### src/rtl/dbg_loader.sv
// dbg_loader: host debug/load controller for pipeline IMEM, DMEM, register file and run control
//   clk, reset               : clock, asynchronous active-high reset
//   cmd_valid/ready/op/addr/len : burst command channel (addr is breakpoint for RUN)
//   wr_valid/ready/data      : write beat channel, host -> memory
//   rd_valid/ready/data      : read beat channel, memory -> host
//   done, busy, bp_hit       : completion pulse, not-idle flag, breakpoint reached
//   pipe_en, PC              : pipeline run enable and program counter
//   imem_*, dmem_*, reg_*    : pipeline debug memory / register file ports
module dbg_loader #(
    parameter int IMEM_AW = 9,
    parameter int IMEM_DW = 32,
    parameter int DMEM_AW = 8,
    parameter int REG_AW  = 4,
    parameter int DATA_W  = 64,
    parameter int PC_W    = 9,
    parameter int LEN_W   = 10,
    parameter int RD_LAT  = 1
) (
    input  logic               clk,
    input  logic               reset,
    input  logic               cmd_valid,
    output logic               cmd_ready,
    input  logic [2:0]         cmd_op,
    input  logic [15:0]        cmd_addr,
    input  logic [LEN_W-1:0]   cmd_len,
    input  logic               wr_valid,
    output logic               wr_ready,
    input  logic [DATA_W-1:0]  wr_data,
    output logic               rd_valid,
    input  logic               rd_ready,
    output logic [DATA_W-1:0]  rd_data,
    output logic               done,
    output logic               busy,
    output logic               bp_hit,
    output logic               pipe_en,
    input  logic [PC_W-1:0]    PC,
    output logic [IMEM_AW-1:0] imem_addr,
    output logic [IMEM_DW-1:0] imem_data,
    output logic               imem_we,
    output logic               imem_re,
    input  logic [IMEM_DW-1:0] imem_out,
    output logic [DMEM_AW-1:0] dmem_addr,
    output logic [DATA_W-1:0]  dmem_data,
    output logic               dmem_we,
    output logic               dmem_re,
    input  logic [DATA_W-1:0]  dmem_out,
    output logic [REG_AW-1:0]  reg_addr,
    output logic               reg_re,
    input  logic [DATA_W-1:0]  reg_out
);
    typedef enum logic [2:0] {IDLE, WR, RD_ISSUE, RD_WAIT, RD_OUT, RUN} state_t;
    localparam logic [2:0] OP_NOP = 3'd0, OP_WR_IMEM = 3'd1, OP_WR_DMEM = 3'd2, OP_RD_IMEM = 3'd3,
                           OP_RD_DMEM = 3'd4, OP_RD_REG = 3'd5, OP_RUN = 3'd6, OP_HALT = 3'd7;
    state_t state_q, state_d;
    logic [2:0] op_q, op_d;
    logic [15:0] addr_q, addr_d;
    logic [LEN_W-1:0] len_q, len_d;
    logic [1:0] cnt_q, cnt_d;
    logic [PC_W-1:0] bp_q, bp_d;
    logic done_q, done_d, busy_q, bp_hit_q, bp_hit_d, pipe_en_q, pipe_en_d, rd_valid_q, rd_valid_d;
    logic [DATA_W-1:0] rd_data_q, rd_data_d, dmem_data_q, dmem_data_d;
    logic [IMEM_AW-1:0] imem_addr_q, imem_addr_d;
    logic [IMEM_DW-1:0] imem_data_q, imem_data_d;
    logic [DMEM_AW-1:0] dmem_addr_q, dmem_addr_d;
    logic [REG_AW-1:0] reg_addr_q, reg_addr_d;
    logic imem_we_q, imem_we_d, imem_re_q, imem_re_d, dmem_we_q, dmem_we_d, dmem_re_q, dmem_re_d, reg_re_q, reg_re_d;
    logic issue, capture;
    logic [15:0] issue_addr;
    logic [2:0] issue_op;
    logic unused_ok;

    // Upper address/data bits are deliberately dropped by the narrower targets.
    assign unused_ok = ^{cmd_addr, addr_q, wr_data};
    assign cmd_ready = (state_q == IDLE) || (state_q == RUN && cmd_op == OP_HALT);
    assign wr_ready  = state_q == WR;

    always_comb begin
        state_d = state_q;
        op_d = op_q;
        addr_d = addr_q;
        len_d = len_q;
        cnt_d = cnt_q;
        bp_d = bp_q;
        done_d = 1'b0;
        bp_hit_d = bp_hit_q;
        pipe_en_d = pipe_en_q;
        rd_valid_d = rd_valid_q;
        rd_data_d = rd_data_q;
        imem_addr_d = imem_addr_q;
        imem_data_d = imem_data_q;
        imem_we_d = 1'b0;
        imem_re_d = 1'b0;
        dmem_addr_d = dmem_addr_q;
        dmem_data_d = dmem_data_q;
        dmem_we_d = 1'b0;
        dmem_re_d = 1'b0;
        reg_addr_d = reg_addr_q;
        reg_re_d = 1'b0;
        issue = 1'b0;
        issue_addr = addr_q;
        issue_op = op_q;
        capture = (state_q == RD_ISSUE && RD_LAT == 0) || (state_q == RD_WAIT && cnt_q == 2'd0);
        case (state_q)
            IDLE: if (cmd_valid) begin
                op_d = cmd_op;
                addr_d = cmd_addr;
                len_d = cmd_len;
                bp_d = cmd_addr[PC_W-1:0];
                bp_hit_d = 1'b0;
                if (cmd_op == OP_RUN) begin
                    // Already at or past the breakpoint: never enable the pipeline.
                    if (PC >= cmd_addr[PC_W-1:0]) begin
                        bp_hit_d = 1'b1;
                        done_d = 1'b1;
                    end else begin
                        pipe_en_d = 1'b1;
                        state_d = RUN;
                    end
                end else if (cmd_op == OP_NOP || cmd_op == OP_HALT || cmd_len == '0) begin
                    done_d = 1'b1;
                end else if (cmd_op == OP_WR_IMEM || cmd_op == OP_WR_DMEM) begin
                    state_d = WR;
                end else begin
                    issue = 1'b1;
                    issue_addr = cmd_addr;
                    issue_op = cmd_op;
                end
            end
            WR: if (wr_valid) begin
                if (op_q == OP_WR_IMEM) begin
                    imem_addr_d = addr_q[IMEM_AW-1:0];
                    imem_data_d = wr_data[IMEM_DW-1:0];
                    imem_we_d = 1'b1;
                end else begin
                    dmem_addr_d = addr_q[DMEM_AW-1:0];
                    dmem_data_d = wr_data;
                    dmem_we_d = 1'b1;
                end
                addr_d = addr_q + 16'd1;
                len_d = len_q - LEN_W'(1);
                if (len_q == LEN_W'(1)) begin
                    state_d = IDLE;
                    done_d = 1'b1;
                end
            end
            RD_ISSUE: begin
                state_d = RD_WAIT;
                cnt_d = 2'(RD_LAT - 1);
            end
            RD_WAIT: cnt_d = cnt_q - 2'd1;
            RD_OUT: if (rd_ready) begin
                rd_valid_d = 1'b0;
                addr_d = addr_q + 16'd1;
                len_d = len_q - LEN_W'(1);
                if (len_q == LEN_W'(1)) begin
                    state_d = IDLE;
                    done_d = 1'b1;
                end else begin
                    issue = 1'b1;
                    issue_addr = addr_q + 16'd1;
                end
            end
            RUN: begin
                // Breakpoint wins over a simultaneous HALT.
                if (PC >= bp_q) begin
                    pipe_en_d = 1'b0;
                    bp_hit_d = 1'b1;
                    done_d = 1'b1;
                    state_d = IDLE;
                end else if (cmd_valid && cmd_op == OP_HALT) begin
                    pipe_en_d = 1'b0;
                    bp_hit_d = 1'b0;
                    done_d = 1'b1;
                    state_d = IDLE;
                end
            end
            default: state_d = IDLE;
        endcase
        if (capture) begin
            rd_data_d = (op_q == OP_RD_IMEM) ? DATA_W'(imem_out) : (op_q == OP_RD_DMEM) ? dmem_out : reg_out;
            rd_valid_d = 1'b1;
            state_d = RD_OUT;
        end
        if (issue) begin
            state_d = RD_ISSUE;
            imem_addr_d = (issue_op == OP_RD_IMEM) ? issue_addr[IMEM_AW-1:0] : imem_addr_q;
            dmem_addr_d = (issue_op == OP_RD_DMEM) ? issue_addr[DMEM_AW-1:0] : dmem_addr_q;
            reg_addr_d = (issue_op == OP_RD_REG) ? issue_addr[REG_AW-1:0] : reg_addr_q;
            imem_re_d = issue_op == OP_RD_IMEM;
            dmem_re_d = issue_op == OP_RD_DMEM;
            reg_re_d = issue_op == OP_RD_REG;
        end
    end

    always_ff @(posedge clk or posedge reset) begin
        if (reset) begin
            state_q <= IDLE;
            op_q <= '0;
            addr_q <= '0;
            len_q <= '0;
            cnt_q <= '0;
            bp_q <= '0;
            done_q <= 1'b0;
            busy_q <= 1'b0;
            bp_hit_q <= 1'b0;
            pipe_en_q <= 1'b0;
            rd_valid_q <= 1'b0;
            rd_data_q <= '0;
            imem_addr_q <= '0;
            imem_data_q <= '0;
            imem_we_q <= 1'b0;
            imem_re_q <= 1'b0;
            dmem_addr_q <= '0;
            dmem_data_q <= '0;
            dmem_we_q <= 1'b0;
            dmem_re_q <= 1'b0;
            reg_addr_q <= '0;
            reg_re_q <= 1'b0;
        end else begin
            state_q <= state_d;
            op_q <= op_d;
            addr_q <= addr_d;
            len_q <= len_d;
            cnt_q <= cnt_d;
            bp_q <= bp_d;
            done_q <= done_d;
            busy_q <= state_d != IDLE;
            bp_hit_q <= bp_hit_d;
            pipe_en_q <= pipe_en_d;
            rd_valid_q <= rd_valid_d;
            rd_data_q <= rd_data_d;
            imem_addr_q <= imem_addr_d;
            imem_data_q <= imem_data_d;
            imem_we_q <= imem_we_d;
            imem_re_q <= imem_re_d;
            dmem_addr_q <= dmem_addr_d;
            dmem_data_q <= dmem_data_d;
            dmem_we_q <= dmem_we_d;
            dmem_re_q <= dmem_re_d;
            reg_addr_q <= reg_addr_d;
            reg_re_q <= reg_re_d;
        end
    end

    assign done = done_q;
    assign busy = busy_q;
    assign bp_hit = bp_hit_q;
    assign pipe_en = pipe_en_q;
    assign rd_valid = rd_valid_q;
    assign rd_data = rd_data_q;
    assign imem_addr = imem_addr_q;
    assign imem_data = imem_data_q;
    assign imem_we = imem_we_q;
    assign imem_re = imem_re_q;
    assign dmem_addr = dmem_addr_q;
    assign dmem_data = dmem_data_q;
    assign dmem_we = dmem_we_q;
    assign dmem_re = dmem_re_q;
    assign reg_addr = reg_addr_q;
    assign reg_re = reg_re_q;
endmodule

### config.mk
export PLATFORM = sky130hd
export DESIGN_NAME = dbg_loader
export DESIGN_NICKNAME = d
export VERILOG_FILES = /design/src/rtl/dbg_loader.sv
export SDC_FILE = /design/constraint.sdc
export NUM_CORES = 1
export LEC_CHECK = 0
export ABC_AREA = 0
export CORE_AREA = 2 2 176 178
export CTS_CLUSTER_SIZE = 12
export DETAILED_ROUTE_END_ITERATION = 10
export DIE_AREA = 0 0 178 180
export HOLD_SLACK_MARGIN = 0.12
export PLACE_DENSITY = 0.69
export SLEW_MARGIN = 20
export SYNTH_ARGS = -nofsm -noshare
export SYNTH_HDL_FRONTEND = slang
export SYNTH_SLANG_ARGS = --single-unit
### constraint.sdc
create_clock -name clk -period 8 [get_ports clk]
set_input_delay 1.2 -clock clk [delete_from_list [all_inputs] [get_ports clk]]
set_output_delay 1.2 -clock clk [all_outputs]
set_load 0.05 [all_outputs]
# Word-level counts from Yosys, hierarchy flattened

Cells that the tools add are included.

Add/subtract/negate cells: 3
Magnitude comparators: 2
Equality and inequality tests: 25
Mux-type cells: 85
Bitwise logic cells: 1
Reductions and logical operators: 30

Operators by type and width:

| kind                                                 | count |
|---|---|
| 2-to-1 mux 64 bit                                    | 2 |
| 2-to-1 mux 9 bit                                     | 11 |
| 2-to-1 mux 3 bit                                     | 17 |
| 2-to-1 mux 16 bit                                    | 3 |
| case mux 16 bit (3 select lines)                     | 1 |
| 2-to-1 mux 8 bit                                     | 5 |
| 2-to-1 mux 1 bit                                     | 35 |
| 2-to-1 mux 10 bit                                    | 3 |
| case mux 10 bit (3 select lines)                     | 1 |
| equality test 3 bit, second input constant           | 7 |
| >= comparator 9 bit                                  | 2 |
| case mux 3 bit (6 select lines)                      | 1 |
| case mux 9 bit (2 select lines)                      | 1 |
| adder 16 x 1 -> 16 bit, second input constant        | 1 |
| equality test 3 x 2 -> 1 bit, second input constant  | 5 |
| nonzero test 2 bit                                   | 7 |
| AND reduction 4 bit                                  | 3 |
| equality test 10 x 1 -> 1 bit, second input constant | 1 |
| logical NOT 10 bit                                   | 1 |
| != test 2 bit, second input constant                 | 5 |
| subtractor 10 x 1 -> 10 bit, second input constant   | 1 |
| equality test 3 x 1 -> 1 bit, second input constant  | 3 |
| AND reduction 3 bit                                  | 3 |
| logical NOT 3 bit                                    | 2 |
| other kinds (13)                                     | 25 |

Register bits: 234
Input bits: 267
Output and inout port bits: 193
Word-level logic and storage cells: 168

# Longest topological paths before layout

Word-level depth: 10
Mapped depth: 9
Mapped depth without buffers: 8

# Worst setup path before layout

OpenSTA, ideal clock, no wires.

Path type: input -> output
From: input port cmd_op[1]
To: output port cmd_ready
Arrival: 2539 ps
Data required time: 6800 ps
Path slack: 4261 ps
Cell stages on the path: 5
Path buffers: 1
Path through: clkbuf_1 > nand2_1 > nor2_1 > nand3_1 > a21oi_1

Word-level cells in the longest chain between the ends: 3

RTL lines:

| item                | RTL line | text |
|---|---|---|
| start: declaration  | 23       | `input logic [2:0] cmd_op,` |
| equality test 3 bit | 74       | `assign cmd_ready = (state_q == IDLE) \|\| (state_q == RUN && cmd_op == OP_HALT);` |
| logical AND 1 bit   | 74       |  |
| logical OR 1 bit    | 74       |  |
| end: declaration    | 22       | `output logic cmd_ready,` |

Every way passes these cells.

# Worst setup path in the final report

From: input port cmd_op[2]
To: output port cmd_ready

Same word-level chain as after synthesis.

==> impl.org <==
** Worst setup path
- On the critical path, the stage with the largest delay is an instance of sky130_fd_sc_hd__clkdlybuf4s50_1.
- R2R Setup Slk :: 4.78 ns
- Delay of the slowest cell on the worst path :: between 0.8 and 0.9 ns
- The worst register-to-register path begins at state_q[0]$_DFF_PP0_.
- Counting buffers and inverters, the worst setup path is 6 cells deep.
- The critical path starts at cmd_op[2].
- Critical Setup Path Class :: in2out
- The worst register-to-register path ends at imem_addr[3]$_DFFE_PP0P_.
- Required time at the worst-slack endpoint :: slightly below 7 ns
- The worst setup path is captured at a primary output.
- Cell mode on critical path :: sky130_fd_sc_hd__clkdlybuf4s50_1
- Critical Path End :: cmd_ready
- STA classifies the critical path startpoint as an input port.
- Of all nets on the critical path, the largest fanout is 13.
- Broken down by cell family, the worst path's largest delay share belongs to buffers and inverters.
- Logic depth of the worst register-to-register path :: 6
- Traced cell by cell, the critical path runs through clkdlybuf4s50_1 > nand2_1 > nor2_1 > nand3_1 > a21oi_1 > clkdlybuf4s50_1.
- Counting both buffers and inverters, the worst setup path holds a total of 2.
- Critical Path AT :: between 3 and 4 ns

** Floorplan
- The total area inside the core boundary comes to 0.03019 sq mm.
- Chip Height :: around 180 microns
- The die covers 0.03204 sq mm.
- In this run the horizontal extent of the chip is 178 microns.
- Row Count :: 64
- Initial core utilization :: 0.3561
- Pin placement for this block handled 460 I/O pins.

** Pwr
- Switching part of the total power :: 0.4740
- Max VDD drop :: 0.3460 mV
- For this design the ratio of total power to cell area is between 400 and 500 mW/mm^2.
- Power share of the sequential group :: 0.269
- Combinational Power Share :: 0.565
- P_sw :: 0.003619 W
- Internal power of the cells :: roughly 0.004 W
- Clock network fraction of total power :: 0.166
- Total power consumption of the routed design :: 0.007634 W
- The analysis attributes to cell leakage a power of 7.082 nW.

** STA
- Setup violations remaining at the end of the flow were counted as 0.
- The final max-slew violation count is 0.
- At the pin with the least slew margin, the transition time is 0.9764 ns.
- Post-Route Hold Slack :: 0.4703 ns
- Clock period minus final worst setup slack :: 4.728 ns
- Clock skew :: 0.006926 ns
- Fmax :: 211.5 MHz
- RSZ-0062 raised after global routing :: no
- Number of hold-slack violations in the final timing report :: 0
- Final TNS setup :: 0 ns
- The worst pin sits at a relative slew slack of 0.3490.
- Final Worst Setup Slack :: 3.272 ns
- In the finished design, the share of the clock period the worst path needs comes to 0.5910.

** Global routing
- Number of antenna violations at the first check in global routing :: 1
- Via count of the first global-routing pass :: 9,366
- Pin count of the biggest net entering global routing :: roughly 110
- The first global-routing pass estimated 53,640 microns of wire.
- Sum of overflow across all layers after global routing :: 0
- Across every metal layer, demand over resource in global routing totals 0.2135.

** Clock network
- The clock reaches the later pin of the worst-skew pair after 0.53 ns.
- Clock Tree Buf Depth :: 3
- Post_cts resized :: 0
- Clock root buffer master :: sky130_fd_sc_hd__clkbuf_16
- H-tree depth :: 1
- In this run, post-CTS hold repair placed 0 buffers.
- Clock buffers created by TritonCTS :: 26
- Clock tree from TritonCTS :: yes
- Number of sinks driven by the clock tree :: 227
- Clock transition time at the flip-flop clock pins of the worst setup and hold paths :: 0.06 ns
- Post-CTS Setup Bufs :: 0

** Placement
- OpenSTA, run right after detailed placement, puts the worst setup slack at 3.292 ns.
- Input and output buffers added on the ports amount to 452.
- DP Wirelength :: 26,430 microns
- At the end of routability-driven placement, the weighted congestion stood at 0.9329.

** Synth
- The Yosys step of the flow raised 0 warnings.
- In the synthesized netlist the async set-or-reset flop fraction comes to 1.000.
- Netlist area before placement :: ~0.011 sq mm
- Yosys reg bits :: 227
- Number of distinct library cells after synthesis :: 62
- Post-synth top flop :: sky130_fd_sc_hd__dfrtp_1
- The cell count after synthesis came out at 1,065.
- In this run, synthesis inferred 0 flip-flops with an integrated enable.
- A synthesized cell averages 10.09 sq um.
- Synth Net Count :: 1,354
- Sequential fraction of the synthesis area :: 0.5284

** Routing
- Vias post-DR :: around 9,600
- The routed design has about 36,000 microns of wire.
- Post-DRT Antenna Nets :: 0
- DR pass1 iterations :: 5
- After detailed routing, the number of vias per cell comes to approximately 5.0.
- DRC marker count from the first detailed-route iteration :: ~420
- In the final routed layout, each cell accounts on average for 18.68 microns.
- Number of remaining DRC errors :: 0

** Finish
- From synthesis to final layout, the design area changed by 54.06%.
- The number of antenna diodes in the final layout is 0.
- The multi-input combinational cells in the finished layout cover a total of 0.004740 sq mm.
- Sequential cell area :: 0.005680 sq mm
- In the final layout, the share of cells above drive strength 1 is 0.1032.
- Leaving out fill and tap cells, the most frequent cells in the layout are 452 x sky130_fd_sc_hd__clkdlybuf4s50_1, 227 x sky130_fd_sc_hd__dfrtp_1, 207 x sky130_fd_sc_hd__nand2_1, 94 x sky130_fd_sc_hd__o21ai_0, 87 x sky130_fd_sc_hd__mux2_2.
- The filler cells instantiated in the layout total 2,671.
- Most common cell after layout, fill and taps aside :: sky130_fd_sc_hd__clkdlybuf4s50_1
- In the final design database the tool counted 1,782 nets.

** Hold path
- The worst hold path passes through 2 cells.
- The worst hold path begins at imem_data[16]$_DFFE_PP0P_.
- The min-delay analysis places its worst path in the category reg2reg.

** Flow run
- Max-cap violations in this run came to 0.

** Run status
- Run status :: finished clean
## worst register-to-register path: stages (launching register included)
cell,delay [ns]
sky130_fd_sc_hd__dfrtp_1,0.58
sky130_fd_sc_hd__or4b_1,1.00
sky130_fd_sc_hd__a31oi_4,0.45
sky130_fd_sc_hd__nand2_1,0.12
sky130_fd_sc_hd__o21a_1,0.25
sky130_fd_sc_hd__a21oi_4,0.32
sky130_fd_sc_hd__mux2_2,0.39
## through the flow
| stage | utilization | area, sq um | instances |
|---|---|---|---|
| 2_1_floorplan | - | 10750 | 1065 |
| 3_3_place_gp | 0.5182 | 15640 | 1861 |
| 3_5_place_dp | 0.5182 | 15640 | 1861 |
| 4_1_cts | 0.5484 | 16560 | 1907 |
| 5_1_grt | 0.5486 | 16560 | 1907 |
| 6_report | 0.5486 | 16560 | 1907 |
## power by group through the flow
| stage | logic, W | clock network [W] | registers [W] |
|---|---|---|---|
| 6_report | 0.00431 | 0.00127 | 0.00206 |
| 4_1_cts | 0.00434 | 0.00130 | 0.00205 |
| 3_3_place_gp | 0.00429 | 0 | 0.00204 |
| 2_1_floorplan | 0.00128 | 0 | 0.00359 |
| 3_5_place_dp | 0.00433 | 0 | 0.00207 |
| 5_1_grt | 0.00455 | 0.00135 | 0.00213 |
## worst min-delay path by stage
| stage | to | slack [ns] |
|---|---|---|
| CTS | imem_data[16]$_DFFE_PP0P_ | 0.48 |
| finish | imem_data[16]$_DFFE_PP0P_ | 0.47 |
| floorplan | bp_q[1]$_DFFE_PP0P_ | 0.45 |
| global route | rd_data[9]$_DFFE_PP0P_ | 0.49 |
| detailed placement | imem_data[16]$_DFFE_PP0P_ | 0.46 |
| global placement | imem_data[11]$_DFFE_PP0P_ | 0.46 |
## area by class of cell
class                   count  area share
clock buffers              37     0.04608
clock inverters             9    0.008990
inverters                  32    0.007706
multi-input cells         743      0.2862
flip-flops and latches    227      0.3430
well taps                 396     0.02992
repair buffers            463      0.2782
## cell usage after synthesis (7+ instances only)
master,count,area share
sky130_fd_sc_hd__dfrtp_1,227,0.53
sky130_fd_sc_hd__nand2_1,207,0.072
sky130_fd_sc_hd__o21ai_0,95,0.044
sky130_fd_sc_hd__mux2_2,87,0.091
sky130_fd_sc_hd__a21oi_1,81,0.038
sky130_fd_sc_hd__mux2i_1,65,0.061
sky130_fd_sc_hd__nor2_1,58,0.020
sky130_fd_sc_hd__clkbuf_1,49,0.017
sky130_fd_sc_hd__inv_1,32,0.011
sky130_fd_sc_hd__ha_1,22,0.026
sky130_fd_sc_hd__nand3_1,18,0.0084
sky130_fd_sc_hd__nor3_1,15,0.0070
sky130_fd_sc_hd__buf_1,7,0.0024
sky130_fd_sc_hd__nand2b_1,7,0.0041
## kinds of logic after synthesis
family / synth area share
DFF: 0.5284
and+or+nand+nor: 0.1336
buffers and inverters: 0.03515
adders and majority gates: 0.02560
xor gates and xnor gates: 0.001630
AOI/OAI and AO/OA: 0.1240
muxes: 0.1517
## state kept, by name (all words and copies together) (netlist names), 2 cells and up
signal / flops
dmem_data: 64
imem_addr: 9
addr_q: 9
reg_addr: 4
bp_q: 9
op_q: 3
dmem_addr: 8
imem_data: 32
rd_data: 64
len_q: 10
state_q: 3
cnt_q: 2
## metal layers
metal,share of wire,global-route usage
met1,0.41,0.2720
met2,0.47,0.3538
met3,0.095,0.06113
met4,0.023,0.05770
met5,0.00051,0
(Power assumes the default switching activity.)
==> patch 1 (same flow settings) <==
Re-encode `state_t` (6 states) as one-hot, 6 bits wide.
--- a/src/rtl/dbg_loader.sv
+++ b/src/rtl/dbg_loader.sv
@@ -48,7 +48,7 @@
     output logic               reg_re,
     input  logic [DATA_W-1:0]  reg_out
 );
-    typedef enum logic [2:0] {IDLE, WR, RD_ISSUE, RD_WAIT, RD_OUT, RUN} state_t;
+    typedef enum logic [5:0] {IDLE = 6'b000001, WR = 6'b000010, RD_ISSUE = 6'b000100, RD_WAIT = 6'b001000, RD_OUT = 6'b010000, RUN = 6'b100000} state_t;
     localparam logic [2:0] OP_NOP = 3'd0, OP_WR_IMEM = 3'd1, OP_WR_DMEM = 3'd2, OP_RD_IMEM = 3'd3,
                            OP_RD_DMEM = 3'd4, OP_RD_REG = 3'd5, OP_RUN = 3'd6, OP_HALT = 3'd7;
     state_t state_q, state_d;
Function: no difference found for any inputs over 4 cycles, from zero or initial values and one cycle with reset high; so few cycles prove little.
==> patch 1 against the unedited design <==
Fmax up 8.5%; critical path type unchanged; highest routed layer is now met4; area after synthesis is 2.9% higher; sequential cell count increased by 3; sequential share of layout area is 0.17 points lower; power fell by 16%; worst setup slack better by 0.37 ns; cell area increased by 1.9%; wire length up 2.5%.
==> patch 1: results (changes against the unedited design) <==
stage,metric,value,unit,change
run_status,status,"complete, no violations",,
timing,relSlewSlack,0.291,,-0.0581
finish,multi_input_area_share,0.291,,+0.00466
finish,nets,1931,,+8.4%
grt,antenna_found_initial,2,,+1
drt,wl_met1,14.2,mm,-2.7%
finish,area_growth_syn_to_layout,52.5,%,
place,gp_congestion,0.860,,-7.8%
place,pre_cts_slack,3.65,ns,+0.359 ns
finish,diodes,2,,+2
synthesis,ys_seq_area_frac,0.520,,-0.00810
synthesis,syn_nets,1511,,+12%
drt,viasPerCell,5.03,,+0.39%
finish,clk_share,0.0573,,+0.00226
grt,grt_pass1_vias,10000,,+7.1%
drt,topRoutingLayerUsed,met4,,
finish,drive_above_1_share,0.0619,,-0.0413
synthesis,syn_area_per_cell,9.05,um^2,-10%
grt,globalRouteMet2Util,0.390,,+0.0358
drt,wl_met3,3.16,mm,-6.2%
place,place_inst,2008,,+7.9%
drt,drt-initial-drc-count,595,,+40%
place,dp_hpwl,26.9,mm,+1.8%
grt,grt_util_met1,0.261,,-0.0105
grt,grt_pass1_wl,56.1,mm,+4.6%
finish,stdcell_count,2061,,+8.1%
finish,buf_share,0.273,,-0.00528
clock_network,cts_made_buffers,28,,+7.7%
power,switching_share,0.449,,-0.0246
worst_setup_path,crit_arrival,3.16,ns,-0.37 ns
clock_network,cts_sinks,230,,+1.3%
synthesis,synth_compound_gate_area_share,0.123,,-0.000917
synthesis,synthTopCellsByArea,"dfrtp_1, nand2_1, mux2i_1",,
power,power_leakage,7.67,nW,+8.3%
grt,grt_max_degree,97,,-10%
synthesis,synth_mux_area_frac,0.0793,,-0.0724
grt,grt_use_met3,0.0596,,-0.00148
-- patch 1: final timing paths --
check                                endpoint  slack [ns]           from
worst min register to register  dmem_data[43]        0.47  dmem_data[43]
worst max-delay path                cmd_ready        3.64      cmd_op[1]
worst min-delay path            dmem_data[43]        0.47  dmem_data[43]
min in group asynchronous       dmem_data[53]        1.17          reset
worst max register to register      addr_q[2]        4.82     state_q[2]
max in group asynchronous       dmem_data[35]        5.51          reset
-- patch 1: power by group through the flow --
stage          Clock, mW  Combinational (mW)  Sequential, mW
2_1_floorplan          0               0.913            3.03
3_3_place_gp           0                3.20            1.88
3_5_place_dp           0                3.23            1.89
4_1_cts             1.34                3.24            1.88
5_1_grt             1.39                3.42            1.94
6_report            1.30                3.21            1.88
-- patch 1: critical path, stage by stage --
cell	delay, ns
clkdlybuf4s50_1	0.67
nand3_1	0.12
o21ai_0	0.29
clkdlybuf4s50_1	0.87
==> patch 2 (same settings) <==
Without the edit above. Change the parameter `LEN_W` from 10 to 20.
--- a/src/rtl/dbg_loader.sv
+++ b/src/rtl/dbg_loader.sv
@@ -13,7 +13,7 @@
     parameter int REG_AW  = 4,
     parameter int DATA_W  = 64,
     parameter int PC_W    = 9,
-    parameter int LEN_W   = 10,
+    parameter int LEN_W   = 20,
     parameter int RD_LAT  = 1
 ) (
     input  logic               clk,
Ports: changed (resized cmd_len); port bits go from 460 to 470. The function was not compared with the original's and may differ.
==> patch 2 against the unedited design <==
Clock power fell by 3%; area after synthesis increased by 6.2%; power is 3.3% higher; worst setup slack improved by 0.37 ns; cell count is 2.5% higher; largest power group unchanged; critical path type unchanged; largest cell class unchanged; fmax up 8.6%; wire length increased by 11%; sequential cell count is 10 higher; hold slack improved by 0.0067 ns; cell area increased by 4.5%.
==> patch 2: results (changes against the unedited design) <==
stage,metric,value,unit,change
place,port-buffer-count,462,,+2.2%
grt,grt_use_total,0.241,,+0.0276
min_path,hold_end,rd_data[6],,
drt,drt-initial-drc-count,505,,+19%
place,gp_congestion,0.891,,-4.5%
worst_setup_path,r2r_slack,4.73,ns,-0.05 ns
worst_setup_path,reg2reg_to,reg_addr[3],,
finish,nFillCells,2616,,-2.1%
clock_network,cts_made_buffers,27,,+3.8%
synthesis,syn_nets,1389,,+2.6%
drt,viasPerCell,5.13,,+2.5%
synthesis,yosysUniqueCellTypes,68,,+9.7%
grt,grt_pass1_wl,59.5,mm,+11%
run_status,status,"complete, no violations",,
grt,grt_max_degree,110,,+1.9%
grt,grt_use_met3,0.0588,,-0.00233
place,pre_cts_slack,3.64,ns,+0.344 ns
place,place_area,0.0164,mm^2,+4.8%
timing,relSlewSlack,0.317,,-0.0318
clock_network,insertion_delay,0.55,ns,+0.02 ns
timing,finClkSkew,0.0111,ns,+0.00417 ns
timing,whs,0.477,ns,+0.00666 ns
synthesis,synthTopCellsByArea,"dfrtp_1, mux2_2, mux2i_1",,
grt,grt_util_met1,0.281,,+0.00936
worst_setup_path,crit_arrival,3.15,ns,-0.38 ns
finish,drive_above_1_share,0.116,,+0.0125
==> patch 2: worst max path at each step <==
stage / from / end / slack [ns] / cells after the start
6_report: cmd_op[1] / cmd_ready / 3.65 / 6
3_5_place_dp: cmd_op[1] / cmd_ready / 3.64 / 6
5_1_grt: cmd_op[1] / cmd_ready / 3.57 / 6
4_1_cts: cmd_op[1] / cmd_ready / 3.63 / 6
3_3_place_gp: cmd_op[1] / cmd_ready / 3.63 / 6
2_1_floorplan: reset / addr_q[0] / 0.30 / 1
==> patch 2: cells by family after synthesis <==
kind of cell,count (synthesis),synth area share
buffers and inverters,88,0.0308
AO/OA/AOI/OAI,251,0.127
multiplexers,182,0.172
XOR/XNOR,6,0.00460
AND/OR/NAND/NOR,304,0.122
flip-flops,237,0.519
adder cells (fa/ha/maj),22,0.0241
==> patch 2: final cells by class <==
type	count	area, um^2	area share
inverters	26	105	0.00607
multi-input cells	765	5180	0.299
diodes	13	32.5	0.00188
flip-flops and latches	237	5930	0.343
clock buffers	39	781	0.0451
well taps	396	495	0.0286
clock inverters	9	95.1	0.00550
repair buffers	470	4680	0.271
==> patch 2: power by group <==
part           total, mW  switching (mW)  leakage, nW  internal [mW]
logic               4.50            2.90         3.93           1.60
clock network       1.23           0.515        0.431          0.712
registers           2.16           0.379         2.88           1.78
total               7.89            3.79         7.24           4.09
==> patch 2: worst register-to-register path, delay by kind of cell (launching register included) <==
kind / cells / cell delay (ns)
DFF: 1 / 0.55
muxes: 1 / 0.40
and+or+nand+nor: 3 / 1.20
AOI/OAI and AO/OA: 2 / 1.00
==> patch 2: layer usage <==
| metal | vias to the layer above | routed length [um] |
|---|---|---|
| met3 | 88 | 3090 |
| met2 | 357 | 19800 |
| li1 | 4756 | - |
| met4 | 2 | 1470 |
| met5 | - | 13 |
| met1 | 4832 | 15000 |
==> patch 2: stage by stage <==
stage                     instances  utilization
after global routing           1952        0.573
final                          1955        0.573
after global placement         1894        0.543
after detailed placement       1894        0.543
after CTS                      1942        0.572
after floorplan                1090            -
